[src/rtl/if_stage_fetch.sv]
// Instruction-fetch stage: PC, instruction-memory request handshake and IF/ID register.
// Optional performance counters are enabled with the IF_PERF_CNT_EN macro.
//
//  state | meaning
//  REQ   | imem_req=1, imem_addr=pc; fetching the current PC
//  KILL  | imem_req=1, imem_addr=old pc; stale fetch in flight, redirect pending
//  HOLD  | imem_req=0; fetched word parked in the 1-entry buffer during stall
module if_stage_fetch #(
    parameter logic [31:0] RESET_PC = 32'h0000_0000,
    parameter logic [31:0] NOP_INST = 32'h0000_0013
) (
    input  logic        clk,
    input  logic        rst,
    input  logic        stall,
    input  logic        flush,
    input  logic [31:0] redirect_pc,
    output logic        imem_req,
    output logic [31:0] imem_addr,
    input  logic        imem_ready,
    input  logic [31:0] imem_rdata,
    output logic [31:0] if_id_pc,
    output logic [31:0] if_id_inst,
    output logic        if_id_valid
`ifdef IF_PERF_CNT_EN
    ,
    output logic [31:0] perf_stall_cycles,
    output logic [31:0] perf_flush_count
`endif
);

    typedef enum logic [1:0] {
        ST_REQ  = 2'd0,
        ST_KILL = 2'd1,
        ST_HOLD = 2'd2
    } state_t;

    state_t      state;
    state_t      state_nxt;

    logic [31:0] pc;
    logic [31:0] pc_nxt;
    logic [31:0] pend_pc;
    logic [31:0] pend_pc_nxt;
    logic [31:0] buf_pc;
    logic [31:0] buf_pc_nxt;
    logic [31:0] buf_inst;
    logic [31:0] buf_inst_nxt;
    logic [31:0] id_pc_nxt;
    logic [31:0] id_inst_nxt;
    logic        id_valid_nxt;
    logic [31:0] redirect_al;

    assign redirect_al = {redirect_pc[31:2], 2'b00};

    always_ff @(posedge clk) begin
        if (rst) begin
            state <= ST_REQ;
        end else begin
            state <= state_nxt;
        end
    end

    always_comb begin
        state_nxt = state;
        case (state)
            ST_REQ: begin
                if (imem_ready) begin
                    if (!flush && stall) begin
                        state_nxt = ST_HOLD;
                    end
                end else if (flush) begin
                    state_nxt = ST_KILL;
                end
            end
            ST_KILL: begin
                if (imem_ready) begin
                    state_nxt = ST_REQ;
                end
            end
            ST_HOLD: begin
                if (flush || !stall) begin
                    state_nxt = ST_REQ;
                end
            end
            default: state_nxt = ST_REQ;
        endcase
    end

    // Request is dropped combinationally during reset so the memory side sees
    // the abandoned handshake in the same cycle.
    always_comb begin
        imem_req     = !rst && (state != ST_HOLD);
        imem_addr    = pc;
        pc_nxt       = pc;
        pend_pc_nxt  = pend_pc;
        buf_pc_nxt   = buf_pc;
        buf_inst_nxt = buf_inst;
        id_pc_nxt    = if_id_pc;
        id_inst_nxt  = if_id_inst;
        id_valid_nxt = if_id_valid;
        case (state)
            ST_REQ, ST_KILL: begin
                if (flush) begin
                    id_inst_nxt  = NOP_INST;
                    id_valid_nxt = 1'b0;
                    if (imem_ready) begin
                        pc_nxt = redirect_al;
                    end else begin
                        pend_pc_nxt = redirect_al;
                    end
                end else if (state == ST_KILL) begin
                    if (!stall) begin
                        id_inst_nxt  = NOP_INST;
                        id_valid_nxt = 1'b0;
                    end
                    if (imem_ready) begin
                        pc_nxt = pend_pc;
                    end
                end else if (stall) begin
                    if (imem_ready) begin
                        buf_pc_nxt   = pc;
                        buf_inst_nxt = imem_rdata;
                    end
                end else if (imem_ready) begin
                    id_pc_nxt    = pc;
                    id_inst_nxt  = imem_rdata;
                    id_valid_nxt = 1'b1;
                    pc_nxt       = pc + 32'd4;
                end else begin
                    id_inst_nxt  = NOP_INST;
                    id_valid_nxt = 1'b0;
                end
            end
            ST_HOLD: begin
                if (flush) begin
                    id_inst_nxt  = NOP_INST;
                    id_valid_nxt = 1'b0;
                    pc_nxt       = redirect_al;
                end else if (!stall) begin
                    id_pc_nxt    = buf_pc;
                    id_inst_nxt  = buf_inst;
                    id_valid_nxt = 1'b1;
                    pc_nxt       = pc + 32'd4;
                end
            end
            default: ;
        endcase
    end

    always_ff @(posedge clk) begin
        if (rst) begin
            pc          <= RESET_PC;
            pend_pc     <= RESET_PC;
            buf_pc      <= 32'd0;
            buf_inst    <= NOP_INST;
            if_id_pc    <= 32'd0;
            if_id_inst  <= NOP_INST;
            if_id_valid <= 1'b0;
        end else begin
            pc          <= pc_nxt;
            pend_pc     <= pend_pc_nxt;
            buf_pc      <= buf_pc_nxt;
            buf_inst    <= buf_inst_nxt;
            if_id_pc    <= id_pc_nxt;
            if_id_inst  <= id_inst_nxt;
            if_id_valid <= id_valid_nxt;
        end
    end

`ifdef IF_PERF_CNT_EN
    always_ff @(posedge clk) begin
        if (rst) begin
            perf_stall_cycles <= 32'd0;
            perf_flush_count  <= 32'd0;
        end else begin
            if (stall && !flush) begin
                perf_stall_cycles <= perf_stall_cycles + 32'd1;
            end
            if (flush) begin
                perf_flush_count <= perf_flush_count + 32'd1;
            end
        end
    end
`endif

endmodule
[config.mk]
export PLATFORM = sky130hd
export DESIGN_NAME = if_stage_fetch
export DESIGN_NICKNAME = d
export VERILOG_FILES = /design/src/rtl/if_stage_fetch.sv
export SDC_FILE = /design/constraint.sdc
export NUM_CORES = 1
export LEC_CHECK = 0
export BUFFER_PORTS_ARGS = -buffer_cell sky130_fd_sc_hd__buf_2
export CORE_ASPECT_RATIO = 1.1
export CORE_MARGIN = 2
export CORE_UTILIZATION = 39
export CTS_BUF_LIST = sky130_fd_sc_hd__clkbuf_2 sky130_fd_sc_hd__clkbuf_4 sky130_fd_sc_hd__clkbuf_8
export DETAILED_ROUTE_END_ITERATION = 7
export GPL_ROUTABILITY_DRIVEN = 0
export SLEW_MARGIN = 15
export SYNTH_ARGS = -nofsm -noshare
export SYNTH_HDL_FRONTEND = slang
export SYNTH_SLANG_ARGS = --single-unit
[constraint.sdc]
create_clock -name clk -period 2.73 [get_ports clk]
set_clock_uncertainty 0.1 [all_clocks]
set_input_delay 0.273 -clock clk [delete_from_list [all_inputs] [get_ports clk]]
set_output_delay 0.273 -clock clk [all_outputs]
set_load 0.01 [all_outputs]
## Word level (Yosys, flattened, before mapping)

Index checks and enable logic that the tools add are counted.

| cells by class | value |
|---|---|
| add/subtract/negate cells | 1 |
| multipliers | 0 |
| div/mod/pow operators | 0 |
| magnitude comparators | 0 |
| eq/ne operators | 16 |
| shift-type cells | 0 |
| mux-type cells | 38 |
| bitwise operators | 3 |
| reduce and logical (&&, ||, !) cells | 15 |

Operator list:

| cell | number |
|---|---|
| 32-bit two-way mux | 21 |
| 32-bit one-hot mux with 2 select lines | 3 |
| 32-bit by 3-bit adder with 32-bit output (second input constant) | 1 |
| 2-bit != test (second input constant) | 9 |
| 3-bit != test (second input constant) | 4 |
| 2-bit two-way mux | 5 |
| 4-bit AND reduction | 2 |
| 1-bit two-way mux | 7 |
| 7-bit AND reduction | 1 |
| 2-bit one-hot mux with 3 select lines | 1 |
| 3-bit AND reduction | 2 |
| 5-bit AND reduction | 1 |
| 4-bit != test (second input constant) | 1 |
| 1-bit zero test | 3 |
| 1-bit inverter | 3 |
| 2-bit by 1-bit == test with 1-bit output (second input constant) | 1 |
| 2-bit == test (second input constant) | 1 |
| 1-bit logical AND | 2 |
| 2-bit zero test | 1 |
| 1-bit one-hot mux with 2 select lines | 1 |
| 2-bit nonzero test | 1 |
| 2-bit OR reduction | 1 |
| 1-bit logical OR | 1 |

| storage, ports and cells | value |
|---|---|
| flip-flop bits (word level) | 193 |
| bits in latches | 0 |
| RAM bits | 0 |
| memory bits (read-only) | 0 |
| input port bits | 69 |
| memories | 0 |

## Depth between registers and ports, before layout

| logic depth | value |
|---|---|
| word-level depth | 6 |
| mapped depth | 9 |
| gate-level depth less buffers | 7 |

## Worst setup path before layout

Ideal clock, no wire load.

| path | value |
|---|---|
| path type | register -> register |
| start | reg pc[2], in the netlist imem_addr[2] |
| end | reg pc[26], in the netlist imem_addr[26] |
| library setup time | 0.119 ns |
| arrival | 1.891 ns |
| required time | 2.511 ns |
| path slack | 0.620 ns |
| cell stages (with the launch flop) | 7 |
| period minus slack after synthesis | 2.110 ns |
| cells stage by stage | dfxtp_1 -> ha_1 -> nand4_1 -> nor4_4 -> nand3_2 -> o221a_1 -> o221a_1 |

| on the way | value |
|---|---|
| cells in the longest elaborated chain, start to end | 6 |
| elaborated cells between the ends (all ways) | 8 |
| classes of those cells | add/sub (1); mux (7) |

RTL lines:

| item | line | RTL |
|---|---|---|
| start: declaration | 40 | `logic [31:0] pc;` |
| start signal: assignment | 160 | `pc <= pc_nxt;` |
| 32-bit by 3-bit adder with 32-bit output * | 128, 143 |  |
| 32-bit two-way mux | 124 | `end else if (imem_ready) begin` |
| 32-bit two-way mux | 119 | `end else if (stall) begin` |
| 32-bit two-way mux | 111 | `end else if (state == ST_KILL) begin` |
| 32-bit two-way mux | 103 | `if (flush) begin` |
| 32-bit one-hot mux with 2 select lines * | 101 | `case (state)` |

Mark *: on every way between the ends. The rest lies on a longest branch, timed or not. The select of a mux whose other input is x is not followed.
A chain may end at the register's enable or synchronous reset.

## Worst setup path in the final report

| path | value |
|---|---|
| start | reg state[1] |
| end | out imem_req |

| on the way | value |
|---|---|
| cells in the longest elaborated chain, start to end | 2 |

RTL lines:

| item | line | RTL |
|---|---|---|
| start: declaration | 37 | `state_t state;` |
| start signal: assignment | 59 | `state <= state_nxt;` |
| 2-bit != test | 92 | `imem_req = !rst && (state != ST_HOLD);` |
| 1-bit logical AND | 92 |  |
| end: declaration | 17 | `output logic imem_req,` |

No other way between the ends.

==> results.toml <==
[setup_path]
end_kind = "output pin"
crit_type = "reg2out"
crit_required_ns = 2.36
start_kind = "flop"
crit_fanout = 33
worstPathArrival_ns = 1.99

[placement]
port_buffers = 160
dp_cells = 1441
place_area_um2 = 9300
dp_hpwl_um = 15700

[timing]
report.final.slew_viol_count = 0
fmax_ghz = 0.423
post-route-min-period_ns = 2.36
period_share_pct = 86.6
rsz0062_at_grt = "false"
hold_viol = 0
relSlewSlack_pct = 62.7
hold_slack_ns = 0.0980
fin_tns_setup_ns = 0
setup_viol = 0
worst_slew_pin_slew_ns = 0.559

[die]
dieWidth_um = 142
core_area_um2 = 20600
die-area_um2 = 22200
rows = 55
start_util_pct = 39.9
die_y_um = 156
io_pins = 167

[layout]
nets = 1337
n_fill_cell = 2027
final_cells = 1536
antenna_cells = 0
syn_to_final_growth_pct = 26.3
finish.instance_area_um2 = 10400
drive_gt1_share_pct = 19.5

[synthesis]
yosysMostFrequentCell = "nand2_1"
yosys.area.top_type = "dfxtp_1"
synth_edf_count = 0
ys_seq_area_share_pct = 45.6
synth_xor_xnor_area_share_pct = 0.320
yosys_register_bits = 187
ys_async_sr_fraction_pct = 0
synthMuxAreaShare_pct = 0
syn_avg_cell_area_um2 = 7.55
synth_adder_area_share_pct = 0.153
synth_compound_area_share_pct = 21.7
synth_flop_cell = "dfxtp_1"
ys_top_cells_by_count = "nand2_1, dfxtp_1, a21oi_1"
synth.top_cells.by_area = "dfxtp_1, nand2_1, a21oi_1, nor2_1, a221oi_1"
synth_top_family_by_area = "simple AND/OR/NAND/NOR gates"
yosys.area_share.simple_pct = 26.8
yosysWarnings = 0
synthesis.instances = 1086
netlist_area_um2 = 8200
yosys.cell_types.count = 56
synth_top_area_share_pct = 45.6

[grt]
grt_overflow = 0
grt_max_degree = 61
antenna_found_initial = 0
grt_pass1_vias = 7331
grt_pass1_wl_um = 39300
track_usage_pct = 22.0

[route]
post_drt_wl_per_cell_um = 16.1
drt-total-wl_um = 24700
ant_nets = 0
vias_per_cell = 5.37
num_vias = 8245
drtPass1Iterations = 5
drc = 0
drtIter0Drc = 748

[clock_tree]
clockBufferDepth = 2
cts_buffers = 17
cts_tree = "built"
clk_latency_ns = 0.46
clk_transition_reported_paths_ns = 0.10
root_buffer = "clkbuf_8"
cts_resized = 0
cts.sinks = 187
htreeDepth = 4

[run]
maxCapViolations = 0

[power]
total_leakage_power_nw = 4.03
p_per_area_nw_per_um2 = 556
total_power_w = 0.00576
ir_worst_vdd_mv = 0.293

[outcome]
status = "completed"

[hold_path]
min_path_type = "in2reg"
power by group:
group | switching (W) | internal (W) | total, W
combinational | 0.000469 | 0.000334 | 0.000803
clock | 0.00114 | 0.000871 | 0.00201
sequential | 0.000102 | 0.00285 | 0.00295
total | 0.00171 | 0.00405 | 0.00576
registers in the layout, indices dropped and copies added (netlist names):
register     cells
buf_pc          30
imem_addr       30
pend_pc         30
buf_inst        32
state            2
if_id_pc        30
if_id_inst      32
if_id_valid      1
through the flow:
step / util, % / setup slack [ns]
2_1_floorplan: - / 0.620
3_3_place_gp: 45.2 / 0.482
3_5_place_dp: 45.2 / 0.423
4_1_cts: 50.4 / 0.340
5_1_grt: 50.4 / 0.222
6_report: 50.4 / 0.366
layout by cell type (no fill, tap or decap), types with 12 or more instances in the layout:
cell type and n:
a311oi_1 30, nand2_1 308, and3_1 12, nor2_1 88, a221oi_1 35, clkbuf_8 17, dlygate4sd3_1 63, buf_4 34
o21ai_0 40, a21oi_1 120, nor3_1 41, nand3_1 19, dfxtp_1 187, buf_2 159
cell families after synthesis:
group	count (synthesis)
other cells	1
simple gates	509
buf+inv	108
xor+xnor	3
fa+ha+maj	1
compound gates	277
flops	187
timing repair:
action | 4_1_cts | 5_1_grt
hold buffers | 63 | 0
hold endpoints to repair | 72 | 0
setup buffers | 0 | 0
per-layer routing:
layer  vias up  global-route usage, %  wire (µm)
li1       4136                      -          -
met1      3848                   32.5      11900
met2       245                   33.7      11400
met3        16                   3.16       1140
met4         0                   5.81        272
met5         -                      0          0
critical path: stages, from the launching register on:
cell and delay, ns:
dfxtp_1 0.67, nor2b_2 0.25, buf_4 0.38, nor2_1 0.06, buf_2 0.15
cell type report:
cell class              instances  area [µm²]  area share [%]
multi-input cells             794        4070            39.3
inverters                       6        22.5           0.217
well taps                     256         320            3.09
repair buffers                261        1770            17.1
clock inverters                15         198            1.91
flip-flops and latches        187        3740            36.1
clock buffers                  17         234            2.26
final timing paths:
path	start	end	slack [ns]	cells past startpoint
min reg2reg	pend_pc[12]$_SDFFE_PP0P_	pend_pc[12]$_SDFFE_PP0P_	0.36	2
max	state[1]$_SDFFE_PP0P_	imem_req	0.37	4
min	stall	state[1]$_SDFFE_PP0P_	0.1	3
max reg2reg	imem_addr[2]$_SDFFE_PP0P_	imem_addr[26]$_SDFFE_PP0P_	0.42	7
No activity file was read; power rests on OpenSTA's default activity.
